===== config.mk =====
export PLATFORM = sky130hd
export DESIGN_NAME = vga_vram_arbiter
export DESIGN_NICKNAME = d
export VERILOG_FILES = /design/src/rtl/vga_vram_arbiter.sv
export SDC_FILE = /design/constraint.sdc
export NUM_CORES = 1
export LEC_CHECK = 0
export CORE_MARGIN = 5
export CORE_UTILIZATION = 40
export CTS_CLUSTER_SIZE = 30
export DETAILED_ROUTE_END_ITERATION = 6
export PLACE_DENSITY = 0.87
export SETUP_SLACK_MARGIN = 0.15
export SYNTH_ARGS = -nofsm -noshare
export SYNTH_HDL_FRONTEND = slang
export SYNTH_SLANG_ARGS = --single-unit

===== constraint.sdc =====
create_clock -name clk -period 2.45 [get_ports clk]
set_input_delay 0.49 -clock clk [delete_from_list [all_inputs] [get_ports clk]]
set_output_delay 0.49 -clock clk [all_outputs]
set_load 0.03 [all_outputs]

===== src/rtl/vga_vram_arbiter.sv =====
// vga_vram_arbiter: shares one single-port synchronous video RAM between display scan-out and two host ports
//
// Display fetches take absolute priority. Host write/read ports use the remaining cycles and are
// arbitrated round-robin when both are valid. Pixels and syncs leave two cycles after the
// coordinates that produced them.
//
// Ports:
//   clk, rst                 pixel clock, asynchronous active-high reset
//   x, y, active             pixel coordinate and visible flag from the timing generator
//   hsync_in, vsync_in       active-low syncs from the timing generator
//   mem_addr/we/wdata        RAM request (combinational)
//   mem_rdata                RAM read data, one cycle after the address
//   wr_valid/ready/addr/data host write port
//   rd_valid/ready/addr      host read-request port
//   rd_data, rd_data_valid   host read result and its one-cycle update pulse
//   pix, pix_active          pixel output and visible flag, 2-cycle latency
//   hsync_out, vsync_out     syncs delayed to match pix
module vga_vram_arbiter #(
    parameter int PIX_W       = 4,
    parameter int WORD_PIX    = 4,
    parameter int ADDR_W      = 17,
    parameter int H_DISPLAY   = 640,
    parameter int V_DISPLAY   = 480,
    parameter int VBLANK_ONLY = 0
) (
    input  logic                      clk,
    input  logic                      rst,
    input  logic [9:0]                x,
    input  logic [9:0]                y,
    input  logic                      active,
    input  logic                      hsync_in,
    input  logic                      vsync_in,
    output logic [ADDR_W-1:0]         mem_addr,
    output logic                      mem_we,
    output logic [PIX_W*WORD_PIX-1:0] mem_wdata,
    input  logic [PIX_W*WORD_PIX-1:0] mem_rdata,
    input  logic                      wr_valid,
    output logic                      wr_ready,
    input  logic [ADDR_W-1:0]         wr_addr,
    input  logic [PIX_W*WORD_PIX-1:0] wr_data,
    input  logic                      rd_valid,
    output logic                      rd_ready,
    input  logic [ADDR_W-1:0]         rd_addr,
    output logic [PIX_W*WORD_PIX-1:0] rd_data,
    output logic                      rd_data_valid,
    output logic [PIX_W-1:0]          pix,
    output logic                      pix_active,
    output logic                      hsync_out,
    output logic                      vsync_out
);
    localparam int         WORD_W = PIX_W * WORD_PIX;
    localparam int         SEL_W  = WORD_PIX > 1 ? $clog2(WORD_PIX) : 1;
    localparam logic [9:0] V_LIM  = 10'(V_DISPLAY);

    // Catch a RAM too small for one frame or a line width that is not a whole number of words.
    generate
        if ((H_DISPLAY % WORD_PIX) != 0 || (H_DISPLAY / WORD_PIX) * V_DISPLAY > 2 ** ADDR_W) begin : g_bad_geometry
            $error("vga_vram_arbiter: frame geometry does not fit the word/address configuration");
        end
    endgenerate

    logic [SEL_W-1:0]  sel, sel_d1;
    logic              fetch, fetch_d1, host_ok, grant_w, grant_r, rd_d1, last_rd;
    logic [ADDR_W-1:0] wcnt, disp_addr;
    logic [WORD_W-1:0] word_q, word;
    logic [1:0]        act_d, hs_d, vs_d;

    assign sel = SEL_W'(x % WORD_PIX);

    always_comb begin
        fetch     = active && sel == '0;
        // The counter register still holds last frame's end at (0,0), so the restart is applied here.
        disp_addr = (x == '0 && y == '0) ? '0 : wcnt;
        host_ok   = !rst && !fetch && (VBLANK_ONLY == 0 || y >= V_LIM);
        grant_w   = host_ok && wr_valid && (!rd_valid || last_rd);
        grant_r   = host_ok && rd_valid && (!wr_valid || !last_rd);
        mem_addr  = grant_w ? wr_addr : grant_r ? rd_addr : disp_addr;
        mem_we    = grant_w;
        mem_wdata = wr_data;
        wr_ready  = grant_w;
        rd_ready  = grant_r;
        // The first pixel of a word comes straight from the RAM; the rest from the held copy,
        // which only reloads after a fetch so host reads in between cannot corrupt it.
        word      = fetch_d1 ? mem_rdata : word_q;
    end

    always_ff @(posedge clk or posedge rst) begin
        if (rst) begin
            wcnt          <= '0;
            last_rd       <= 1'b1;
            fetch_d1      <= 1'b0;
            rd_d1         <= 1'b0;
            sel_d1        <= '0;
            word_q        <= '0;
            act_d         <= '0;
            hs_d          <= 2'b11;
            vs_d          <= 2'b11;
            pix           <= '0;
            rd_data       <= '0;
            rd_data_valid <= 1'b0;
        end else begin
            wcnt          <= disp_addr + ADDR_W'(fetch);
            if (grant_w || grant_r) last_rd <= grant_r;
            fetch_d1      <= fetch;
            rd_d1         <= grant_r;
            sel_d1        <= sel;
            if (fetch_d1) word_q <= mem_rdata;
            act_d         <= {act_d[0], active};
            hs_d          <= {hs_d[0], hsync_in};
            vs_d          <= {vs_d[0], vsync_in};
            pix           <= act_d[0] ? word[int'(sel_d1)*PIX_W +: PIX_W] : '0;
            rd_data_valid <= rd_d1;
            if (rd_d1) rd_data <= mem_rdata;
        end
    end

    assign pix_active = act_d[1];
    assign hsync_out  = hs_d[1];
    assign vsync_out  = vs_d[1];
endmodule


**Word level (Yosys, flattened, before mapping)**

Cells that the tools add are included.

- Register bits after elaboration: 65
- Bits of input ports: 93
- Output and inout bits: 60
- Logic and storage cells: 37

- Add/sub/neg operators: 1
- Shifts and indexed selects: 1
- Muxes and demuxes: 5
- Reductions and logical operators: 18

Operators with widths:

| operator | number |
|---|---|
| two-way mux 17 bit | 3 |
| logical NOT 10 bit | 2 |
| adder 17 x 1 -> 17 bit | 1 |
| two-way mux 16 bit | 1 |
| variable part select 16 x 5 -> 4 bit | 1 |
| logical AND 1 bit | 7 |
| logical NOT 1 bit | 5 |
| two-way mux 4 bit | 1 |
| logical OR 1 bit | 3 |
| logical NOT 2 bit | 1 |

**Logic depth before layout (Yosys ltp)**

Gate-level depths: netlist of the first run.

- Word-level depth: 8
- Mapped depth: 10
- Depth with buffers taken out: 9

**Worst setup path after synthesis of the first run**

Ideal clock, no wire load.

- Path type: reg2out
- Start point: reg last_rd
- End point: out wr_ready
- Arrival: 2.062 ns
- Required time: 1.960 ns
- Setup slack: -0.102 ns
- Cell stages (with the launch flop): 7
- Path buffers: 3
- Path through: dfstp_2 -> nand2b_1 -> and2_1 -> clkbuf_1 -> buf_1 -> nor2b_1 -> buf_4

- Longest elaborated chain between the ends: 2

RTL lines:

| what | RTL line | RTL |
|---|---|---|
| from (decl) | 63 | `logic fetch, fetch_d1, host_ok, grant_w, grant_r, rd_d1, last_rd;` |
| from (signal assigned) | 103 | `if (grant_w \|\| grant_r) last_rd <= grant_r;` |
| logical OR 1 bit | 75 | `grant_w = host_ok && wr_valid && (!rd_valid \|\| last_rd);` |
| logical AND 1 bit | 75 |  |
| to (decl) | 38 | `output logic wr_ready,` |

Every way passes these cells.

**Final worst setup path of the first run**

- Start point: in y[5]
- End point: out mem_addr[7]

- Longest elaborated chain between the ends: 5

RTL lines:

| what | RTL line | RTL |
|---|---|---|
| from (decl) | 29 | `input logic [9:0] y,` |
| logical NOT 10 bit | 73 | `disp_addr = (x == '0 && y == '0) ? '0 : wcnt;` |
| logical AND 1 bit | 73 |  |
| two-way mux 17 bit | 73 |  |
| two-way mux 17 bit (2 in series) | 77 | `mem_addr = grant_w ? wr_addr : grant_r ? rd_addr : disp_addr;` |
| to (decl) | 33 | `output logic [ADDR_W-1:0] mem_addr,` |

Every way passes these cells.

==> impl_results.md, run 1 <==
* Initial antenna violation count at 0
* Avg Synthesized Cell Area at 12.39 sq um
* Finished Layout Cells at 487
* Syn nets at 345
* FF/Latch Area at 0.001633 sq mm
* Iter 0 DRT Violations at 36
* Num CTS Buffers at 9
* GRT busiest layer: met2
* Vias at 2551
* CP startpoint kind: primary input
* Final hold viol count at 0
* GRT overflow at 0
* Multi-input gate area at 0.001634 sq mm
* Synth unique cells at 34
* Port Buffers at 120
* Gpl congestion at 0.7917
* Fmax at 427.2 MHz
* Fin area at 0.005096 sq mm
* Worst setup EP type: output port
* Post-Route Skew at 0.006007 ns
* Routed wire length per instance at 19.20 um
* Hold Crit Class: in -> async
* Later-pin clock latency in the skew report at 0.33 ns
* Initial core utilization at 40.67%
* Die area at 0.009639 sq mm
* Synthesized instance count at 251
* Slew Viols, Final at 0
* Core area at 0.007647 sq mm
* HPWL after detailed placement at 6.620 mm
* Vias in the first global route at 2839
* Synthesized area at 0.003110 sq mm
* Final worst path period share at 95.55%
* Top post-synthesis cells by area: dfrtp_1 (48%), mux2_2 (8.0%), mux2_4 (4.8%), o2bb2ai_1 (4.8%), dfstp_2 (4.2%)
* Post-route ant nets at 0
* Post-synth EDFFs at 0
* Final WL at 9.352 mm
* IO Pins at 153
* Top FF cell, synth: dfrtp_1
* #FFs+latches synth at 65
* Clock tree from TritonCTS: done
* PwrDens at 722.3 mW/mm^2
* Max-Cap Viols at 0
* P_leak at 2.094 nW
* Post-DP Area at 0.004399 sq mm
* # diodes at 0
* RR Startpoint: wcnt[0]
* Worst setup path class: in -> out
* Most common cell after layout, fill and taps aside: clkdlybuf4s50_1
* Maximum vdd drop at 354.7 uV
* Filler Cells Inserted at 551
* Die W at 98.18 um
* Slew margin rel. at 52.81%
* Tmin final at 2.341 ns
* Post-synthesis sequential area ratio at 52.49%
* RSZ-0062 raised after global routing: true
* # rows at 32
* Yosys top cell by area: dfrtp_1
* Clk slew on worst S/H paths at 0.07 ns
* Outcome: finished clean
* Slew @ Worst Pin at 0.7079 ns
* # DRC at 0
* Cell total after placement at 462
* Worst Setup SP: y[5]
* Layout area overhead at 63.84%
* Synth warn at 0
* Die Y at 98.18 um
* Met3 global-route usage at 5.143%
* Yosys top cell area share at 48.27%
* All-layer global routing usage at 19.17%
* Drt pass-1 iters at 4
* Vias per inst at 5.238
* Met2 Usage GRT at 34.82%
* Fin Setup TNS at 0 ns
* Proportion of layout cells with a drive suffix above 1 at 42.60%
* Crit-path max FO at 8
* Cell chosen for the clock root: clkbuf_8
* Final nets at 474
* Largest net degree at the start of global routing at 24
* Met1 GRT Util at 20.65%
* First-pass GRT wire length at 14.67 mm
* Crit path DAT at 1.85 ns
* # setup viols final at 0
* H-tree levels at 3
* Most frequent cells in the layout: clkdlybuf4s50_1 (76), dfrtp_1 (60), buf_4 (24)
* CTS Sinks at 65
* Post-synth ARST share at 100.0%
* Clk buf depth at 2
* Worst EP required at 1.96 ns
## worst max-delay path: stages
cell       delay [ns]
buf_6            0.10
nor4_4           0.35
nand3_2          0.15
o22a_4           0.30
buf_16           0.18
o2bb2ai_4        0.13
buf_6            0.14
## kinds of logic (layout without fill, tap and decap cells)
logic type,after synthesis,count (layout),synth area share [%]
adder cells (fa/ha/maj),1,1,0.4022
multiplexers,36,36,16.05
XOR/XNOR,15,15,4.224
buffers and inverters,35,169,7.160
AND/OR/NAND/NOR,59,59,9.614
AO/OA/AOI/OAI,40,40,10.06
flip-flops,65,65,52.49
## timing repair
action | in CTS | in global routing
resized for setup | 118 | 30
setup endpoints to repair | 21 | 23
pin swaps | 18 | 11
hold endpoints to repair | 0 | 0
setup buffers | 5 | 1
cloned | 2 | 1
hold buffers | 0 | 0
## per-layer routing
layer | wire length (um) | up-vias | share of wire, %
li1 | - | 1148 | -
met1 | 3458 | 1279 | 37
met2 | 5030 | 104 | 54
met3 | 575 | 20 | 6.1
met4 | 289 | 0 | 3.1
met5 | 0 | - | 0
## registers in the layout, summed over array words and instances, names as in the netlist
signal	cells
wcnt	17
rd_data	16
word_q	16
pix	4
act_d	2
hs_d	2
sel_d1	2
vs_d	2
fetch_d1	1
last_rd	1
rd_d1	1
rd_data_valid	1
## report_power, final
part           internal (W)  switching, W  total, W  leakage, nW
logic              0.000626      0.000577   0.00120         1.18
registers           0.00125      0.000128   0.00138        0.793
clock network      0.000702      0.000393   0.00110        0.120
## final cells by class
class	instances	share of cell area, %
timing repair buffer	148	28.23
clock inverter	5	2.013
clock buffer	11	2.774
tap	102	2.504
inverter	5	0.3683
multi-input combinational	151	32.06
sequential	65	32.04
## synth_stat cells (all sizes together), types with 2 or more instances
| cell type | count |
|---|---|
| dfrtp | 60 |
| mux2 | 32 |
| buf | 24 |
| nor2 | 21 |
| a22oi | 17 |
| o2bb2ai | 17 |
| xnor2 | 13 |
| nor4 | 10 |
| clkbuf | 6 |
| and2 | 5 |
| dfstp | 5 |
| inv | 5 |
| nand2 | 5 |
| mux4 | 4 |
| nand3 | 4 |
| nand4 | 4 |
| nor2b | 3 |
| nor3 | 3 |
| o21ai | 3 |
| xor2 | 2 |
## through the flow
| step | power [W] | setup WS (ns) | utilization, % | hold WS [ns] |
|---|---|---|---|---|
| 2_1_floorplan | 0.002012 | 0.07862 | - | 0.3452 |
| 3_3_place_gp | 0.002410 | -0.2121 | 57.53 | 0.3465 |
| 3_5_place_dp | 0.002443 | -0.3019 | 57.53 | 0.3513 |
| 4_1_cts | 0.003679 | 0.1560 | 65.25 | 0.3222 |
| 5_1_grt | 0.003852 | 0.1084 | 66.64 | 0.3486 |
| 6_report | 0.003681 | 0.1091 | 66.64 | 0.3310 |
## worst paths after layout
kind | slack [ns] | to | cells past startpoint
min reg2reg | 0.36 | vs_d[1] | 0
max | 0.11 | mem_addr[7] | 7
min in group clk | 0.36 | vs_d[1] | 0
max in group asynchronous | 1.51 | word_q[4] | 3
max reg2reg | 0.65 | wcnt[13] | 7
min | 0.33 | fetch_d1 | 2
Power figures use the tool's default switching activity.
==> run 2, diff against run 1 <==
- CORE_UTILIZATION: 40 -> 30
- PLACE_DENSITY: 0.87 -> 0.7
- REMOVE_ABC_BUFFERS: not set -> 1
==> impl_results.md, run 2 (synthesis results as in run 1) <==
* Die area at 0.01250 sq mm
* Drt pass-1 iters at 4
* # setup viols final at 0
* Sw frac at 30.90%
* Most frequent cells in the layout: clkdlybuf4s50_1 (76), dfrtp_1 (60), buf_6 (25)
* Slew @ Worst Pin at 0.7338 ns
* Reg with most FFs: wcnt
* Crit-path max FO at 8
* Core area at 0.01023 sq mm
* Final WL at 9.470 mm
* Slew Viols, Final at 0
* Max-Cap Viols at 0
* Cell chosen for the clock root: clkbuf_8
* H-tree levels at 3
* Vias in the first global route at 2806
* # DRC at 0
* Post-DP Area at 0.004395 sq mm
* Largest net degree at the start of global routing at 33
* Num CTS Buffers at 9
* Final worst setup slack at 0.1605 ns
* Hold Buf Count CTS at 0
* Tmin final at 2.289 ns
* CP startpoint kind: primary input
* Fin area at 0.005234 sq mm
* Gpl congestion at 0.7846
* Fin Setup TNS at 0 ns
* Maximum vdd drop at 289.4 uV
* Initial core utilization at 30.40%
* First-pass GRT wire length at 14.52 mm
* HPWL after detailed placement at 6.612 mm
* Worst setup path class: in -> out
* Port Buffers at 120
* Switching Power at 0.001163 W
* Vias per inst at 4.826
* RSZ-0062 raised after global routing: true
* CTS Sinks at 65
* Layout area overhead at 68.26%
* Later-pin clock latency in the skew report at 0.34 ns
* Final hold viol count at 0
* Share of power burned in the clock network at 29.6%
* Max reg flops at 17
* Post-Route Skew at 0.008025 ns
* Iter 0 DRT Violations at 114
* DP Worst Slack at -0.3409 ns
* Final worst path period share at 93.45%
* Post-route ant nets at 0
* Crit path DAT at 1.80 ns
* Fmax at 436.8 MHz
* Vias at 2490
* Hold Crit Class: in -> reg
* Clk slew on worst S/H paths at 0.08 ns
* Sequential share of power at 36.9%
* # diodes at 0
* Cell internal pwr at 0.002600 W
* Worst setup EP type: output port
* IO Pins at 153
* Worst EP required at 1.96 ns
* Clock tree from TritonCTS: done
* Slew margin rel. at 51.08%
* Initial antenna violation count at 0
* Most common cell after layout, fill and taps aside: clkdlybuf4s50_1
* Biggest regs: wcnt: 17 flops, rd_data: 16 flops, word_q: 16 flops
* Die Y at 111.8 um
* Proportion of layout cells with a drive suffix above 1 at 42.11%
* Clk buf depth at 2
* Logic pwr share at 33.5%
* Worst hold slack at 0.2755 ns
* Outcome: finished clean
* P_leak at 2.101 nW
* Filler Cells Inserted at 860
* # rows at 37
* GRT overflow at 0
* PwrDens at 719.0 mW/mm^2
* Routed wire length per instance at 18.35 um
* Final nets at 469
* All-layer global routing usage at 14.68%
* Die W at 111.8 um
## run 2: layout make-up
cell class	count	area, sq um	share of cell area (%)
Multi-Input combinational cell	151	1713	32.73
Sequential cell	65	1633	31.20
Timing Repair Buffer	143	1456	27.83
Tap cell	136	170.2	3.251
Clock buffer	10	127.6	2.438
Clock inverter	6	115.1	2.199
Inverter	5	18.77	0.3586
## run 2: power groups by stage
stage / Sequential [W] / Clock (W) / Combinational (W)
after floorplan: 0.00152 / 0 / 0.000422
after global placement: 0.00138 / 0 / 0.00105
after detailed placement: 0.00139 / 0 / 0.00107
after CTS: 0.00138 / 0.00114 / 0.00120
after global routing: 0.00141 / 0.00119 / 0.00132
final: 0.00139 / 0.00111 / 0.00126
## run 2: metal layers
layer,GRT usage (%),vias up,wire length [um]
li1,-,1139,-
met1,16.58,1221,3873
met2,25.10,115,4691
met3,5.815,15,754
met4,5.272,0,152
met5,0,-,0
## run 2: worst max-delay path, cell delays in order
cell,delay [ns]
buf_6,0.09
nor4_4,0.28
nand3_2,0.14
o22a_4,0.33
buf_16,0.18
o2bb2ai_4,0.12
buf_6,0.15
## run 2: what timing repair did
action                                  4_1_cts  5_1_grt
pin swaps                                    15       13
buffers inserted                              5        1
gates cloned                                  2        1
endpoints found under the hold margin         0        0
gates resized for setup                     133       32
endpoints found under the setup margin       21       22
## run 2: final timing paths
| check | start | end | cells past startpoint | slack (ns) |
|---|---|---|---|---|
| min in group asynchronous | rst | word_q[2] | 2 | 0.35 |
| setup / recovery | y[5] | mem_addr[5] | 7 | 0.16 |
| hold / removal | active | act_d[0] | 1 | 0.28 |
| hold reg to reg | hs_d[0] | hs_d[1] | 0 | 0.36 |
| setup reg to reg | fetch_d1 | pix[2] | 4 | 0.58 |
| max in group asynchronous | rst | wcnt[8] | 3 | 1.53 |
## run 2: per-stage QoR
step / util, % / power [W] / std cells
after global routing: 51.16 / 0.003926 / 516
after floorplan: - / 0.001940 / 221
after detailed placement: 42.96 / 0.002457 / 491
final: 51.16 / 0.003763 / 516
after global placement: 42.96 / 0.002435 / 491
after CTS: 49.08 / 0.003721 / 514
==> run 3, diff against run 2 <==
- CAP_MARGIN: not set -> 20
- CORE_ASPECT_RATIO: not set -> 1.25
==> impl_results.md, run 3 (synthesis results as in run 1) <==
* Vias at 2512
* Met2 Usage GRT at 25.08%
* HPWL after detailed placement at 6.440 mm
* Layout area overhead at 66.37%
* First-pass GRT wire length at 14.35 mm
* Post-route ant nets at 0
* Layout Utilization at 51.21%
* Worst setup EP type: output port
* H-tree levels at 3
* Final WL at 9.062 mm
* Drt pass-1 iters at 5
* CP startpoint kind: primary input
* Slew @ Worst Pin at 0.7152 ns
* PwrDens at 759.7 mW/mm^2
* Gpl congestion at 0.7460
* Clock tree from TritonCTS: done
* Die area at 0.01252 sq mm
* Die Y at 123.8 um
* Largest net degree at the start of global routing at 42
* P_leak at 2.090 nW
* Vias in the first global route at 2832
* RSZ-0062 raised after global routing: false
* GRT overflow at 0
* Clk buf depth at 2
* Vias per inst at 4.955
* Post-DP Area at 0.004402 sq mm
* GRT busiest layer: met2
* Fin Setup TNS at 0 ns
* Worst EP required at 1.96 ns
* Biggest regs: wcnt: 17 flops, rd_data: 16 flops, word_q: 16 flops
* Worst setup path class: in -> out
* Port Buffers at 120
* Crit path DAT at 1.77 ns
* Met1 GRT Util at 16.43%
* Hold Crit Class: in -> reg
* Core area at 0.01011 sq mm
* Max reg flops at 17
* # diodes at 0
* Total power at 0.003931 W
* Proportion of layout cells with a drive suffix above 1 at 41.80%
* Most common cell after layout, fill and taps aside: clkdlybuf4s50_1
* Fin area at 0.005175 sq mm
* Reg with most FFs: wcnt
* Met3 global-route usage at 7.283%
* Slew Viols, Final at 0
* Max-Cap Viols at 0
* CTS Sinks at 65
* Final hold viol count at 0
* Routed wire length per instance at 17.87 um
* Slew margin rel. at 52.32%
* Outcome: finished clean
* Later-pin clock latency in the skew report at 0.32 ns
* Num CTS Buffers at 9
* Initial antenna violation count at 1
* Hold Path Depth at 1
* Most frequent cells in the layout: clkdlybuf4s50_1 (76), dfrtp_1 (60), mux2_2 (22)
* Fmax at 443.2 MHz
* R2r worst-path depth at 7
* Final nets at 467
* Die W at 101.1 um
* Iter 0 DRT Violations at 48
* # setup viols final at 0
* All-layer global routing usage at 15.04%
* Post-Route Skew at 0.008354 ns
* Cell chosen for the clock root: clkbuf_16
* Maximum vdd drop at 351.0 uV
* Tmin final at 2.256 ns
* # rows at 41
* Initial core utilization at 30.78%
* Final worst path period share at 92.10%
* Clk slew on worst S/H paths at 0.05 ns
* Crit-path max FO at 7
* IO Pins at 153
* # DRC at 0
==> run 3: cell types whose count changed in the layout (fill, tap and decap cells not counted), moves of 4 or more <==
| cell | change |
|---|---|
| clkbuf_8 | -9 |
| buf_6 | -8 |
| clkbuf_16 | +8 |
| o2bb2ai_2 | +4 |
| o2bb2ai_4 | -4 |
==> run 3: final cells by class <==
| cell class | count | area (sq um) |
|---|---|---|
| Clock buffer | 10 | 229.0 |
| Clock inverter | 6 | 82.58 |
| Fill cell | 861 | 4931 |
| Inverter | 5 | 18.77 |
| Multi-Input combinational cell | 151 | 1653 |
| Sequential cell | 65 | 1633 |
| Tap cell | 129 | 161.4 |
| Timing Repair Buffer | 141 | 1398 |
==> run 3: routing by layer <==
layer  vias up  share of wire (%)
met2       119                 51
met4         2                2.0
met1      1231                 37
li1       1139                  -
met3        21                 10
met5         -              0.077
==> run 3: worst max-delay path, stage by stage <==
cell and delay [ns]:
buf_2 0.10, nor3b_2 0.15, buf_4 0.13, or2_4 0.24, o22a_4 0.22, buf_8 0.15
o2bb2ai_2 0.13, buf_6 0.15
==> run 3: repair_timing <==
action                                  CTS  global route
buffers inserted                          3             0
gates resized for setup                 126            25
hold buffers                              0             0
cloned                                    2             0
endpoints found under the setup margin   21            19
pin swaps                                29             7
==> run 3: worst paths after layout <==
| path | startpoint | endpoint | slack (ns) |
|---|---|---|---|
| max | active | mem_addr[7] | 0.19 |
| min | active | act_d[0] | 0.29 |
| max reg2reg | wcnt[0] | wcnt[16] | 0.66 |
| min reg2reg | vs_d[0] | vs_d[1] | 0.36 |
| max in group asynchronous | rst | vs_d[0] | 1.74 |
| min in group asynchronous | rst | wcnt[0] | 0.36 |
==> run 3: through the flow <==
| step | setup slack (ns) | instances | hold WS (ns) |
|---|---|---|---|
| final | 0.1936 | 507 | 0.2908 |
| after global routing | 0.1442 | 507 | 0.2799 |
| after CTS | 0.1501 | 507 | 0.2824 |
| after detailed placement | -0.2713 | 486 | 0.3542 |
| after global placement | -0.2672 | 486 | 0.3456 |
| after floorplan | -0.3085 | 221 | 0.3452 |
==> run 3: report_power, final <==
part	internal (W)	leakage (nW)	switching (W)
clock network	0.000884	0.152	0.000447
registers	0.00126	0.793	0.000140
logic	0.000634	1.14	0.000571
total	0.00277	2.09	0.00116
